File: src/rtl/cpu_pkg.sv
// Shared Mini-SRC definitions: opcodes, sequencer states, ALU op codes and the DataPath control word.
package cpu_pkg;
    localparam int OPW = 5;
    localparam int STW = 4;

    typedef enum logic [STW-1:0] {
        ST_RST  = 4'd0,
        ST_T0   = 4'd1,
        ST_T1   = 4'd2,
        ST_T2   = 4'd3,
        ST_T3   = 4'd4,
        ST_T4   = 4'd5,
        ST_T5   = 4'd6,
        ST_T6   = 4'd7,
        ST_T7   = 4'd8,
        ST_HALT = 4'd9,
        ST_WAIT = 4'd10
    } state_t;

    localparam logic [OPW-1:0] OP_LD   = 5'd0;
    localparam logic [OPW-1:0] OP_LDI  = 5'd1;
    localparam logic [OPW-1:0] OP_ST   = 5'd2;
    localparam logic [OPW-1:0] OP_ADD  = 5'd3;
    localparam logic [OPW-1:0] OP_SUB  = 5'd4;
    localparam logic [OPW-1:0] OP_AND  = 5'd5;
    localparam logic [OPW-1:0] OP_OR   = 5'd6;
    localparam logic [OPW-1:0] OP_ROR  = 5'd7;
    localparam logic [OPW-1:0] OP_ROL  = 5'd8;
    localparam logic [OPW-1:0] OP_SHR  = 5'd9;
    localparam logic [OPW-1:0] OP_SHRA = 5'd10;
    localparam logic [OPW-1:0] OP_SHL  = 5'd11;
    localparam logic [OPW-1:0] OP_ADDI = 5'd12;
    localparam logic [OPW-1:0] OP_ANDI = 5'd13;
    localparam logic [OPW-1:0] OP_ORI  = 5'd14;
    localparam logic [OPW-1:0] OP_MUL  = 5'd15;
    localparam logic [OPW-1:0] OP_DIV  = 5'd16;
    localparam logic [OPW-1:0] OP_NEG  = 5'd17;
    localparam logic [OPW-1:0] OP_NOT  = 5'd18;
    localparam logic [OPW-1:0] OP_BR   = 5'd19;
    localparam logic [OPW-1:0] OP_JR   = 5'd20;
    localparam logic [OPW-1:0] OP_IN   = 5'd22;
    localparam logic [OPW-1:0] OP_OUT  = 5'd23;
    localparam logic [OPW-1:0] OP_MFHI = 5'd24;
    localparam logic [OPW-1:0] OP_MFLO = 5'd25;
    localparam logic [OPW-1:0] OP_NOP  = 5'd26;
    localparam logic [OPW-1:0] OP_HALT = 5'd27;

    // The ALU shares the opcode encoding, so address/PC arithmetic just asks for ADD.
    localparam logic [OPW-1:0] ALU_ADD = OP_ADD;

    typedef struct packed {
        logic           Gra, Grb, Grc, Rin, Rout, BAout;
        logic           PCout, PCin, IncPC, IRin, MARin;
        logic           MDRin, MDRout, Read, Write;
        logic           Yin, Zin, Zhighout, Zlowout, Cout;
        logic           HIin, HIout, LOin, LOout;
        logic           InPortout, OutPortin, CONin;
        logic [OPW-1:0] alu_op;
    } ctrl_t;

    // Final execute state of each instruction; anything not listed finishes in T3.
    function automatic state_t last_step(input logic [OPW-1:0] op);
        case (op)
            OP_ADD, OP_SUB, OP_AND, OP_OR, OP_ROR, OP_ROL, OP_SHR, OP_SHRA, OP_SHL,
            OP_ADDI, OP_ANDI, OP_ORI, OP_LDI: return ST_T5;
            OP_NEG, OP_NOT:                   return ST_T4;
            OP_MUL, OP_DIV, OP_BR:            return ST_T6;
            OP_LD, OP_ST:                     return ST_T7;
            default:                          return ST_T3;
        endcase
    endfunction
endpackage

File: src/rtl/control_unit_if.sv
// Control-unit <-> DataPath bundle: IR/condition/stop inputs and every DataPath strobe.
interface control_unit_if;
    logic [31:0]                ir;
    logic                       con_ff;
    logic                       stop;
    logic                       run;
    logic                       Gra, Grb, Grc, Rin, Rout, BAout;
    logic                       PCout, PCin, IncPC, IRin, MARin;
    logic                       MDRin, MDRout, Read, Write;
    logic                       Yin, Zin, Zhighout, Zlowout, Cout;
    logic                       HIin, HIout, LOin, LOout;
    logic                       InPortout, OutPortin, CONin;
    logic [cpu_pkg::OPW-1:0]    alu_op;

    modport master (
        input  ir, con_ff, stop,
        output run, Gra, Grb, Grc, Rin, Rout, BAout, PCout, PCin, IncPC, IRin, MARin,
               MDRin, MDRout, Read, Write, Yin, Zin, Zhighout, Zlowout, Cout,
               HIin, HIout, LOin, LOout, InPortout, OutPortin, CONin, alu_op
    );

    modport slave (
        output ir, con_ff, stop,
        input  run, Gra, Grb, Grc, Rin, Rout, BAout, PCout, PCin, IncPC, IRin, MARin,
               MDRin, MDRout, Read, Write, Yin, Zin, Zhighout, Zlowout, Cout,
               HIin, HIout, LOin, LOout, InPortout, OutPortin, CONin, alu_op
    );
endinterface

File: src/rtl/cu_step_decoder.sv
// Combinational decode of (state, opcode, con_ff) into the DataPath control word.
module cu_step_decoder
    import cpu_pkg::*;
(
    input  state_t         state,
    input  logic [OPW-1:0] opcode,
    input  logic           con_ff,
    output ctrl_t          ctrl
);
    logic is_imm;
    assign is_imm = (opcode == OP_ADDI) || (opcode == OP_ANDI) || (opcode == OP_ORI);

    always_comb begin
        ctrl = '0;
        case (state)
            ST_T0: begin ctrl.PCout = 1'b1; ctrl.MARin = 1'b1; ctrl.IncPC = 1'b1; ctrl.Zin = 1'b1; end
            ST_T1: begin ctrl.Zlowout = 1'b1; ctrl.PCin = 1'b1; ctrl.Read = 1'b1; ctrl.MDRin = 1'b1; end
            ST_T2: begin ctrl.MDRout = 1'b1; ctrl.IRin = 1'b1; end
            ST_T3, ST_T4, ST_T5, ST_T6, ST_T7: begin
                case (opcode)
                    OP_ADD, OP_SUB, OP_AND, OP_OR, OP_ROR, OP_ROL, OP_SHR, OP_SHRA, OP_SHL,
                    OP_ADDI, OP_ANDI, OP_ORI: begin
                        case (state)
                            ST_T3: begin ctrl.Grb = 1'b1; ctrl.Rout = 1'b1; ctrl.Yin = 1'b1; end
                            ST_T4: begin
                                ctrl.Zin    = 1'b1;
                                ctrl.alu_op = opcode;
                                if (is_imm) ctrl.Cout = 1'b1;
                                else begin ctrl.Grc = 1'b1; ctrl.Rout = 1'b1; end
                            end
                            ST_T5: begin ctrl.Zlowout = 1'b1; ctrl.Gra = 1'b1; ctrl.Rin = 1'b1; end
                            default: ;
                        endcase
                    end
                    OP_NEG, OP_NOT: begin
                        case (state)
                            ST_T3: begin ctrl.Grb = 1'b1; ctrl.Rout = 1'b1; ctrl.Zin = 1'b1; ctrl.alu_op = opcode; end
                            ST_T4: begin ctrl.Zlowout = 1'b1; ctrl.Gra = 1'b1; ctrl.Rin = 1'b1; end
                            default: ;
                        endcase
                    end
                    OP_MUL, OP_DIV: begin
                        case (state)
                            ST_T3: begin ctrl.Gra = 1'b1; ctrl.Rout = 1'b1; ctrl.Yin = 1'b1; end
                            ST_T4: begin ctrl.Grb = 1'b1; ctrl.Rout = 1'b1; ctrl.Zin = 1'b1; ctrl.alu_op = opcode; end
                            ST_T5: begin ctrl.Zlowout = 1'b1; ctrl.LOin = 1'b1; end
                            ST_T6: begin ctrl.Zhighout = 1'b1; ctrl.HIin = 1'b1; end
                            default: ;
                        endcase
                    end
                    OP_LD, OP_LDI, OP_ST: begin
                        case (state)
                            ST_T3: begin ctrl.Grb = 1'b1; ctrl.BAout = 1'b1; ctrl.Yin = 1'b1; end
                            ST_T4: begin ctrl.Cout = 1'b1; ctrl.Zin = 1'b1; ctrl.alu_op = ALU_ADD; end
                            ST_T5: begin
                                ctrl.Zlowout = 1'b1;
                                if (opcode == OP_LDI) begin ctrl.Gra = 1'b1; ctrl.Rin = 1'b1; end
                                else ctrl.MARin = 1'b1;
                            end
                            // Store loads MDR from the bus: Read stays low so MDR muxes the bus.
                            ST_T6: begin
                                if (opcode == OP_LD) begin ctrl.Read = 1'b1; ctrl.MDRin = 1'b1; end
                                else if (opcode == OP_ST) begin ctrl.Gra = 1'b1; ctrl.Rout = 1'b1; ctrl.MDRin = 1'b1; end
                            end
                            ST_T7: begin
                                if (opcode == OP_LD) begin ctrl.MDRout = 1'b1; ctrl.Gra = 1'b1; ctrl.Rin = 1'b1; end
                                else if (opcode == OP_ST) ctrl.Write = 1'b1;
                            end
                            default: ;
                        endcase
                    end
                    OP_BR: begin
                        case (state)
                            ST_T3: begin ctrl.Gra = 1'b1; ctrl.Rout = 1'b1; ctrl.CONin = 1'b1; end
                            ST_T4: begin ctrl.PCout = 1'b1; ctrl.Yin = 1'b1; end
                            ST_T5: begin ctrl.Cout = 1'b1; ctrl.Zin = 1'b1; ctrl.alu_op = ALU_ADD; end
                            ST_T6: begin ctrl.Zlowout = 1'b1; ctrl.PCin = con_ff; end
                            default: ;
                        endcase
                    end
                    OP_JR:   if (state == ST_T3) begin ctrl.Gra = 1'b1; ctrl.Rout = 1'b1; ctrl.PCin = 1'b1; end
                    OP_IN:   if (state == ST_T3) begin ctrl.InPortout = 1'b1; ctrl.Gra = 1'b1; ctrl.Rin = 1'b1; end
                    OP_OUT:  if (state == ST_T3) begin ctrl.Gra = 1'b1; ctrl.Rout = 1'b1; ctrl.OutPortin = 1'b1; end
                    OP_MFHI: if (state == ST_T3) begin ctrl.HIout = 1'b1; ctrl.Gra = 1'b1; ctrl.Rin = 1'b1; end
                    OP_MFLO: if (state == ST_T3) begin ctrl.LOout = 1'b1; ctrl.Gra = 1'b1; ctrl.Rin = 1'b1; end
                    default: ;
                endcase
            end
            default: ;
        endcase
    end
endmodule

File: src/rtl/control_unit.sv
// Hardwired Mini-SRC sequencer: state register, next-state and stop handling.
// Optional CU_SINGLE_STEP_EN adds a step input and a WAIT state between instructions.
module control_unit
    import cpu_pkg::*;
(
    input  logic          clock,
    input  logic          clear,
`ifdef CU_SINGLE_STEP_EN
    input  logic          step,
`endif
    control_unit_if.master bus
);
    // state | meaning
    // RST   | held in clear, all strobes low
    // T0-T2 | instruction fetch
    // T3-T7 | per-opcode execute steps
    // HALT  | stopped, left only through clear
    // WAIT  | single-step pause between instructions

`ifdef CU_SINGLE_STEP_EN
    localparam state_t ST_DONE = ST_WAIT;
`else
    localparam state_t ST_DONE = ST_T0;
`endif

    state_t         state;
    state_t         state_nx;
    logic [OPW-1:0] opcode;
    ctrl_t          ctrl;
    logic           unused_ir;

    assign opcode    = bus.ir[31:27];
    assign unused_ir = ^bus.ir[26:0];

    always_comb begin
        state_nx = state;
        case (state)
            ST_RST:  state_nx = ST_T0;
            ST_T0:   state_nx = ST_T1;
            ST_T1:   state_nx = ST_T2;
            ST_T2:   state_nx = ST_T3;
            ST_HALT: state_nx = ST_HALT;
            ST_WAIT: begin
`ifdef CU_SINGLE_STEP_EN
                state_nx = step ? ST_T0 : ST_WAIT;
`else
                state_nx = ST_T0;
`endif
            end
            default: begin
                if (state == ST_T3 && opcode == OP_HALT) begin
                    state_nx = ST_HALT;
                end else if (state == last_step(opcode)) begin
                    state_nx = bus.stop ? ST_HALT : ST_DONE;
                end else begin
                    case (state)
                        ST_T3:   state_nx = ST_T4;
                        ST_T4:   state_nx = ST_T5;
                        ST_T5:   state_nx = ST_T6;
                        ST_T6:   state_nx = ST_T7;
                        default: state_nx = ST_T0;
                    endcase
                end
            end
        endcase
    end

    always_ff @(posedge clock or negedge clear) begin
        if (!clear) state <= ST_RST;
        else        state <= state_nx;
    end

    cu_step_decoder u_decoder (
        .state  (state),
        .opcode (opcode),
        .con_ff (bus.con_ff),
        .ctrl   (ctrl)
    );

    assign bus.run       = (state != ST_RST) && (state != ST_HALT) && (state != ST_WAIT);
    assign bus.Gra       = ctrl.Gra;
    assign bus.Grb       = ctrl.Grb;
    assign bus.Grc       = ctrl.Grc;
    assign bus.Rin       = ctrl.Rin;
    assign bus.Rout      = ctrl.Rout;
    assign bus.BAout     = ctrl.BAout;
    assign bus.PCout     = ctrl.PCout;
    assign bus.PCin      = ctrl.PCin;
    assign bus.IncPC     = ctrl.IncPC;
    assign bus.IRin      = ctrl.IRin;
    assign bus.MARin     = ctrl.MARin;
    assign bus.MDRin     = ctrl.MDRin;
    assign bus.MDRout    = ctrl.MDRout;
    assign bus.Read      = ctrl.Read;
    assign bus.Write     = ctrl.Write;
    assign bus.Yin       = ctrl.Yin;
    assign bus.Zin       = ctrl.Zin;
    assign bus.Zhighout  = ctrl.Zhighout;
    assign bus.Zlowout   = ctrl.Zlowout;
    assign bus.Cout      = ctrl.Cout;
    assign bus.HIin      = ctrl.HIin;
    assign bus.HIout     = ctrl.HIout;
    assign bus.LOin      = ctrl.LOin;
    assign bus.LOout     = ctrl.LOout;
    assign bus.InPortout = ctrl.InPortout;
    assign bus.OutPortin = ctrl.OutPortin;
    assign bus.CONin     = ctrl.CONin;
    assign bus.alu_op    = ctrl.alu_op;
endmodule

File: src/flat_wrapper.sv
// flat-port wrapper written by rule: the top's interface ports become plain ports
module control_unit_flat import cpu_pkg::*;
  (clock, clear, bus_ir, bus_con_ff, bus_stop, bus_run, bus_Gra, bus_Grb, bus_Grc, bus_Rin, bus_Rout, bus_BAout, bus_PCout, bus_PCin, bus_IncPC, bus_IRin, bus_MARin, bus_MDRin, bus_MDRout, bus_Read, bus_Write, bus_Yin, bus_Zin, bus_Zhighout, bus_Zlowout, bus_Cout, bus_HIin, bus_HIout, bus_LOin, bus_LOout, bus_InPortout, bus_OutPortin, bus_CONin, bus_alu_op);
  control_unit_if bus_i ();
  input  logic clock;
  input  logic clear;
  input wire logic [$bits(bus_i.ir)-1:0] bus_ir;
  input wire logic [$bits(bus_i.con_ff)-1:0] bus_con_ff;
  input wire logic [$bits(bus_i.stop)-1:0] bus_stop;
  output wire logic [$bits(bus_i.run)-1:0] bus_run;
  output wire logic [$bits(bus_i.Gra)-1:0] bus_Gra;
  output wire logic [$bits(bus_i.Grb)-1:0] bus_Grb;
  output wire logic [$bits(bus_i.Grc)-1:0] bus_Grc;
  output wire logic [$bits(bus_i.Rin)-1:0] bus_Rin;
  output wire logic [$bits(bus_i.Rout)-1:0] bus_Rout;
  output wire logic [$bits(bus_i.BAout)-1:0] bus_BAout;
  output wire logic [$bits(bus_i.PCout)-1:0] bus_PCout;
  output wire logic [$bits(bus_i.PCin)-1:0] bus_PCin;
  output wire logic [$bits(bus_i.IncPC)-1:0] bus_IncPC;
  output wire logic [$bits(bus_i.IRin)-1:0] bus_IRin;
  output wire logic [$bits(bus_i.MARin)-1:0] bus_MARin;
  output wire logic [$bits(bus_i.MDRin)-1:0] bus_MDRin;
  output wire logic [$bits(bus_i.MDRout)-1:0] bus_MDRout;
  output wire logic [$bits(bus_i.Read)-1:0] bus_Read;
  output wire logic [$bits(bus_i.Write)-1:0] bus_Write;
  output wire logic [$bits(bus_i.Yin)-1:0] bus_Yin;
  output wire logic [$bits(bus_i.Zin)-1:0] bus_Zin;
  output wire logic [$bits(bus_i.Zhighout)-1:0] bus_Zhighout;
  output wire logic [$bits(bus_i.Zlowout)-1:0] bus_Zlowout;
  output wire logic [$bits(bus_i.Cout)-1:0] bus_Cout;
  output wire logic [$bits(bus_i.HIin)-1:0] bus_HIin;
  output wire logic [$bits(bus_i.HIout)-1:0] bus_HIout;
  output wire logic [$bits(bus_i.LOin)-1:0] bus_LOin;
  output wire logic [$bits(bus_i.LOout)-1:0] bus_LOout;
  output wire logic [$bits(bus_i.InPortout)-1:0] bus_InPortout;
  output wire logic [$bits(bus_i.OutPortin)-1:0] bus_OutPortin;
  output wire logic [$bits(bus_i.CONin)-1:0] bus_CONin;
  output wire logic [$bits(bus_i.alu_op)-1:0] bus_alu_op;
  assign bus_i.ir = bus_ir;
  assign bus_i.con_ff = bus_con_ff;
  assign bus_i.stop = bus_stop;
  assign bus_run = bus_i.run;
  assign bus_Gra = bus_i.Gra;
  assign bus_Grb = bus_i.Grb;
  assign bus_Grc = bus_i.Grc;
  assign bus_Rin = bus_i.Rin;
  assign bus_Rout = bus_i.Rout;
  assign bus_BAout = bus_i.BAout;
  assign bus_PCout = bus_i.PCout;
  assign bus_PCin = bus_i.PCin;
  assign bus_IncPC = bus_i.IncPC;
  assign bus_IRin = bus_i.IRin;
  assign bus_MARin = bus_i.MARin;
  assign bus_MDRin = bus_i.MDRin;
  assign bus_MDRout = bus_i.MDRout;
  assign bus_Read = bus_i.Read;
  assign bus_Write = bus_i.Write;
  assign bus_Yin = bus_i.Yin;
  assign bus_Zin = bus_i.Zin;
  assign bus_Zhighout = bus_i.Zhighout;
  assign bus_Zlowout = bus_i.Zlowout;
  assign bus_Cout = bus_i.Cout;
  assign bus_HIin = bus_i.HIin;
  assign bus_HIout = bus_i.HIout;
  assign bus_LOin = bus_i.LOin;
  assign bus_LOout = bus_i.LOout;
  assign bus_InPortout = bus_i.InPortout;
  assign bus_OutPortin = bus_i.OutPortin;
  assign bus_CONin = bus_i.CONin;
  assign bus_alu_op = bus_i.alu_op;
  control_unit u_core (.clock(clock), .clear(clear), .bus(bus_i));
endmodule
File: config.mk
export PLATFORM = sky130hd
export DESIGN_NAME = control_unit_flat
export DESIGN_NICKNAME = d
export VERILOG_FILES = /design/src/rtl/cpu_pkg.sv /design/src/rtl/control_unit_if.sv /design/src/rtl/cu_step_decoder.sv /design/src/rtl/control_unit.sv /design/src/flat_wrapper.sv
export SDC_FILE = /design/constraint.sdc
export NUM_CORES = 1
export LEC_CHECK = 0
export CAP_MARGIN = 25
export CORE_MARGIN = 2
export CORE_UTILIZATION = 38
export CTS_CLUSTER_DIAMETER = 80
export DETAILED_ROUTE_END_ITERATION = 16
export MAX_ROUTING_LAYER = met4
export PLACE_DENSITY = 0.86
export SYNTH_ARGS = -nofsm -noshare
export SYNTH_HDL_FRONTEND = slang
export SYNTH_SLANG_ARGS = --single-unit
File: constraint.sdc
create_clock -name clock -period 3.8 [get_ports clock]
set_clock_uncertainty 0.15 [all_clocks]
set_input_delay 0.95 -clock clock [delete_from_list [all_inputs] [get_ports clock]]
set_output_delay 0.95 -clock clock [all_outputs]
set_load 0.05 [all_outputs]
# Yosys cells after proc, flatten, opt, wreduce, memory -nomap -nowiden
# Memories as Yosys holds them, arrays and structs flattened.
# Cells that the tools add are included.
# classes
muxes,71
n_reduce_logical,22
n_eq_ne,38
# ops
operator,count
$eq A5 B5 Y1 const B,10
$eq A5 B4 Y1 const B,8
$mux W1,35
$reduce_or A17 Y1,2
$pmux W1 S2,13
$eq A5 B3 Y1 const B,4
$mux W4,5
$pmux W4 S5,1
$pmux W5 S4,1
$eq A4 B3 Y1 const B,4
$pmux W4 S4,1
$mux W5,3
$reduce_or A14 Y1,1
$mux W13,1
$eq A4 B4 Y1 const B,3
$pmux W1 S3,4
$pmux W1 S4,3
$reduce_or A12 Y1,1
$eq A5 B2 Y1 const B,2
$reduce_or A5 Y1,2
$eq A4 B2 Y1 const B,2
$ne A4 B4 Y1 const B,2
$reduce_or A2 Y1,4
$reduce_or A8 Y1,1
other kinds (12),18
# word_totals
reg_bits,4
memories,1
rom_bits,128
word_cells,133
inputBits,36
# mem_list
name,depth,width,rd,rd_clocked_by_memory_dff,write_ports,line_no,text
(no name shown),32,4,1,0,0,cpu_pkg.sv:63,case (op)

# Logic depth before layout (Yosys ltp)
# depth
ltp_word,8
ltp_mapped,6
ltp_nobuf,6

# Modules after synthesis
# Synthesis repeated with hierarchy kept, for this count alone.
# hier_totals
hier_cells,179
area_unflattened_um2,1214.9
# modules_own_cells
mod,cells_each,area_each_um2,n_inst,seq_area_each_um2
cu_step_decoder,123,738.2,1,0.0
control_unit,56,476.7,1,100.1

# Worst setup path before layout
# OpenSTA, ideal clock, no wires.
# synth_path
path_kind,in2out
startpoint,input port bus_ir[27]
endpoint,output port bus_alu_op[2]
required_time_ps,2700
path_buffers,1
setup_slack_ps,-520
cell_stages,6
t_arrival_ps,3220
cell_sequence,ha_1 clkbuf_1 a21bo_2 a211oi_1 o21ai_0 a21boi_0
# synth_between
elab_chain_cells,4
# synth_lines
element,line_no,text
"start, declared",flat_wrapper.sv:7,input wire logic [$bits(bus_i.ir)-1:0] bus_ir;
"$eq A5 B4 Y1, or another cell as far along",cu_step_decoder.sv:20,case (opcode)
"$reduce_or A14 Y1 (no line), or another cell as far along",n/a,
$pmux W5 S4 *,cu_step_decoder.sv:20,
$mux W13 *,cu_step_decoder.sv:15,case (state)
"end, declared",flat_wrapper.sv:38,output wire logic [$bits(bus_i.alu_op)-1:0] bus_alu_op;
# Every way passes the cells marked *; elsewhere a longest branch is shown, timed or not.

# Worst setup path in the final report
# layout_path
startpoint,input port bus_ir[30]
endpoint,output port bus_alu_op[0]
# Same word-level chain as after synthesis.

==> out/qor.csv <==
metric;value;unit
synth_flop_cell;dfrtp_1;
netlist_area;1180;um^2
grt_pass1_vias;1709;
grt_use_total;31.0;%
areaGrowthSynthToFinish;97.2;%
die-area;3560;um^2
total_power;1.31;mW
setup.worst_path.end_class;primary output;
ctsLongestPathBuffers;2;
synth_edf_count;0;
wl;5380;um
hold_viol_final;0;
synth_top_area_share;8.49;%
regToRegEndpoint;u_core.state[3];
min_from;u_core.state[1];
vias;1890;
synth-seq-area-share;8.49;%
dieWidth;59.7;um
cp.arrival;2.73;ns
drt_iter0_drc;213;
clock-sinks;4;
setup_slack;-0.0313;ns
cts_max_level;1;
start_util;39.2;%
remaining_drc_errors;0;
violations;setup timing;
setup_viol;1;
fin_util;77.4;%
synth_warnings;0;
period_minus_slack;3.83;ns
io_pins;69;
maxCapViolCount;0;
antenna_found_initial;0;
synthDistinctLibCells;54;
fmax;0.261;GHz
cts_tree;done;
rr_worst_depth;5;
reg2reg_slack;1.50;ns
outcome;finished with violations;
slew_headroom;57.8;%
slew_viol_final;0;
min_period_over_period;101;%
p_leak;0.948;nW
dp_hpwl;3460;um
grt_remaining_overflow;0;
crit_path_max_fanout;7;
grt_max_degree;19;
hold_class;reg -> reg;
netlist_instances;183;
tightestPinTransition;0.633;ns
die_h;59.7;um
whs_path_depth;4;
avgRoutedWirePerCell;18.8;um
core;3000;um^2
cts_setup_buffers;0;
yosys_register_bits;4;
firstDrtPassIters;5;
syn_nets;223;
ir_drop;0.416;mV
grt_pass1_wl;8300;um
vias_per_cell;6.61;
start_kind;input pin;
final_nets;295;
reg.largest.list;u_core.state x4;
hold_slack;0.646;ns
cts_buffers;3;
antenna_left;0;
hold_path_end;u_core.state[2];
syn-mean-instance-area;6.44;um^2
gp_congestion;1.06;
clk_pin_slew;0.04;ns
synth_top_area_cell;dfrtp_1;
clk_latency;0.24;ns
worstPathRequired;2.70;ns
crit-reg2reg-launch;u_core.state[2];
ys_async_sr_fraction;100;%
path_class;in -> out;
power_density;563;nW/um^2
rsz0062_at_grt;true;
ys_top_cells_by_area;dfrtp_1 8.5%, nor3_1 6.4%, nor2_1 5.7%;
io_buffers;41;
root_buffer;clkbuf_4;
drive_gt1_share;47.0;%
largest_register_ffs;4;
top_register;u_core.state;
n_antenna_cell;0;
rows;20;
==> worst max path at each step <==
| stage | cells past startpoint | slack [ns] | to | startpoint |
|---|---|---|---|---|
| global route | 8 | -0.06 | bus_alu_op[0] | bus_ir[30] |
| global placement | 10 | -0.42 | bus_alu_op[1] | bus_ir[27] |
| CTS | 8 | -0.003 | bus_alu_op[1] | bus_ir[29] |
| floorplan | 6 | -0.06 | bus_alu_op[2] | bus_ir[30] |
| finish | 8 | -0.03 | bus_alu_op[0] | bus_ir[30] |
| detailed placement | 10 | -0.46 | bus_alu_op[0] | bus_ir[27] |
==> worst max-delay path, cell delays in order <==
cell,delay [ns]
dlygate4sd2_1,0.29
or3b_4,0.41
buf_4,0.18
nor3_4,0.21
buf_4,0.15
o21ai_0,0.12
o21ai_2,0.24
buf_12,0.17
==> where the power goes <==
part	total, mW	internal, mW	switching (mW)	leakage [nW]
Sequential	0.140	0.0634	0.0767	0.0498
Clock	0.0562	0.0356	0.0206	0.0138
Combinational	1.11	0.449	0.663	0.884
Total	1.31	0.548	0.760	0.948
==> timing repair <==
action / in CTS / in global routing
hold buffers: 0 / 0
resized for setup: 27 / 26
endpoints found under the setup margin: 20 / 11
pin swaps: 6 / 6
endpoints found under the hold margin: 0 / 0
==> layer usage <==
metal  track usage (%)  routed length, um  up-vias
met5                 -                  0        -
met3              4.55                617       37
met1              39.8               1970      872
li1                  -                  -      821
met2              47.0               2520      160
met4              15.6                267        0
==> per-stage QoR <==
stage	instances	setup slack, ns	TNS, ns	cell area [um^2]
floorplan	183	-0.0600	-0.0600	1220
global placement	283	-0.421	-3.27	2150
detailed placement	283	-0.462	-3.89	2150
CTS	286	-0.00331	-0.00331	2280
global route	286	-0.0634	-0.129	2320
finish	286	-0.0313	-0.0313	2320
==> cells in the mapped netlist (2+ instances only) <==
cell and instances:
inv_1 6, ha_1 4, mux2i_1 2, a31oi_1 2
a211oi_1 4, nor2_1 18, o21bai_1 2, nand2_1 14
nor4b_1 2, or2_2 2, nand2b_1 8, a21oi_1 8
a21boi_0 3, o21ai_1 4, a21o_1 2, o21a_1 2
and3_1 2, or4b_1 2, dfrtp_1 4, o21ai_0 12
buf_2 4, nand4b_1 3, nor2b_1 6, a2bb2oi_1 2
clkbuf_1 11, o31ai_1 3, nor4_1 2, nand3b_1 2
nand3_1 5, xnor2_1 2, or3_1 2, a2111oi_0 2
nor3_1 15
==> area by class of cell <==
type                    count  area [um^2]
fillers                   171          678
inverters                   6         22.5
well taps                  33         41.3
repair buffers             84          953
multi-input cells         156         1180
flip-flops and latches      4          100
clock buffers               3         22.5
==> cell usage in the layout (no fill, tap or decap), types with 4 or more instances in the layout <==
master and instances:
nand2b_1 8, clkbuf_2 4, nand2_1 14, dfrtp_1 4, nor2_1 16, nor2b_1 6, o21ai_2 4, nand3_1 5
inv_1 4, a21oi_1 7, o21ai_1 4, buf_12 25, clkdlybuf4s50_1 6, buf_4 47, nor3_1 8, nor3_2 4
o21ai_0 8
==> kinds of logic (layout without fill, tap and decap cells) <==
| group | Yosys count | count (layout) | synth area share [%] |
|---|---|---|---|
| AOI/OAI and AO/OA | 56 | 56 | 31.7 |
| xor gates and xnor gates | 3 | 3 | 2.23 |
| adders and majority gates | 4 | 4 | 4.25 |
| buffers and inverters | 23 | 93 | 8.71 |
| DFF | 4 | 4 | 8.49 |
| muxes | 2 | 2 | 1.70 |
| and+or+nand+nor | 91 | 91 | 42.9 |
(Power assumes the default switching activity.)
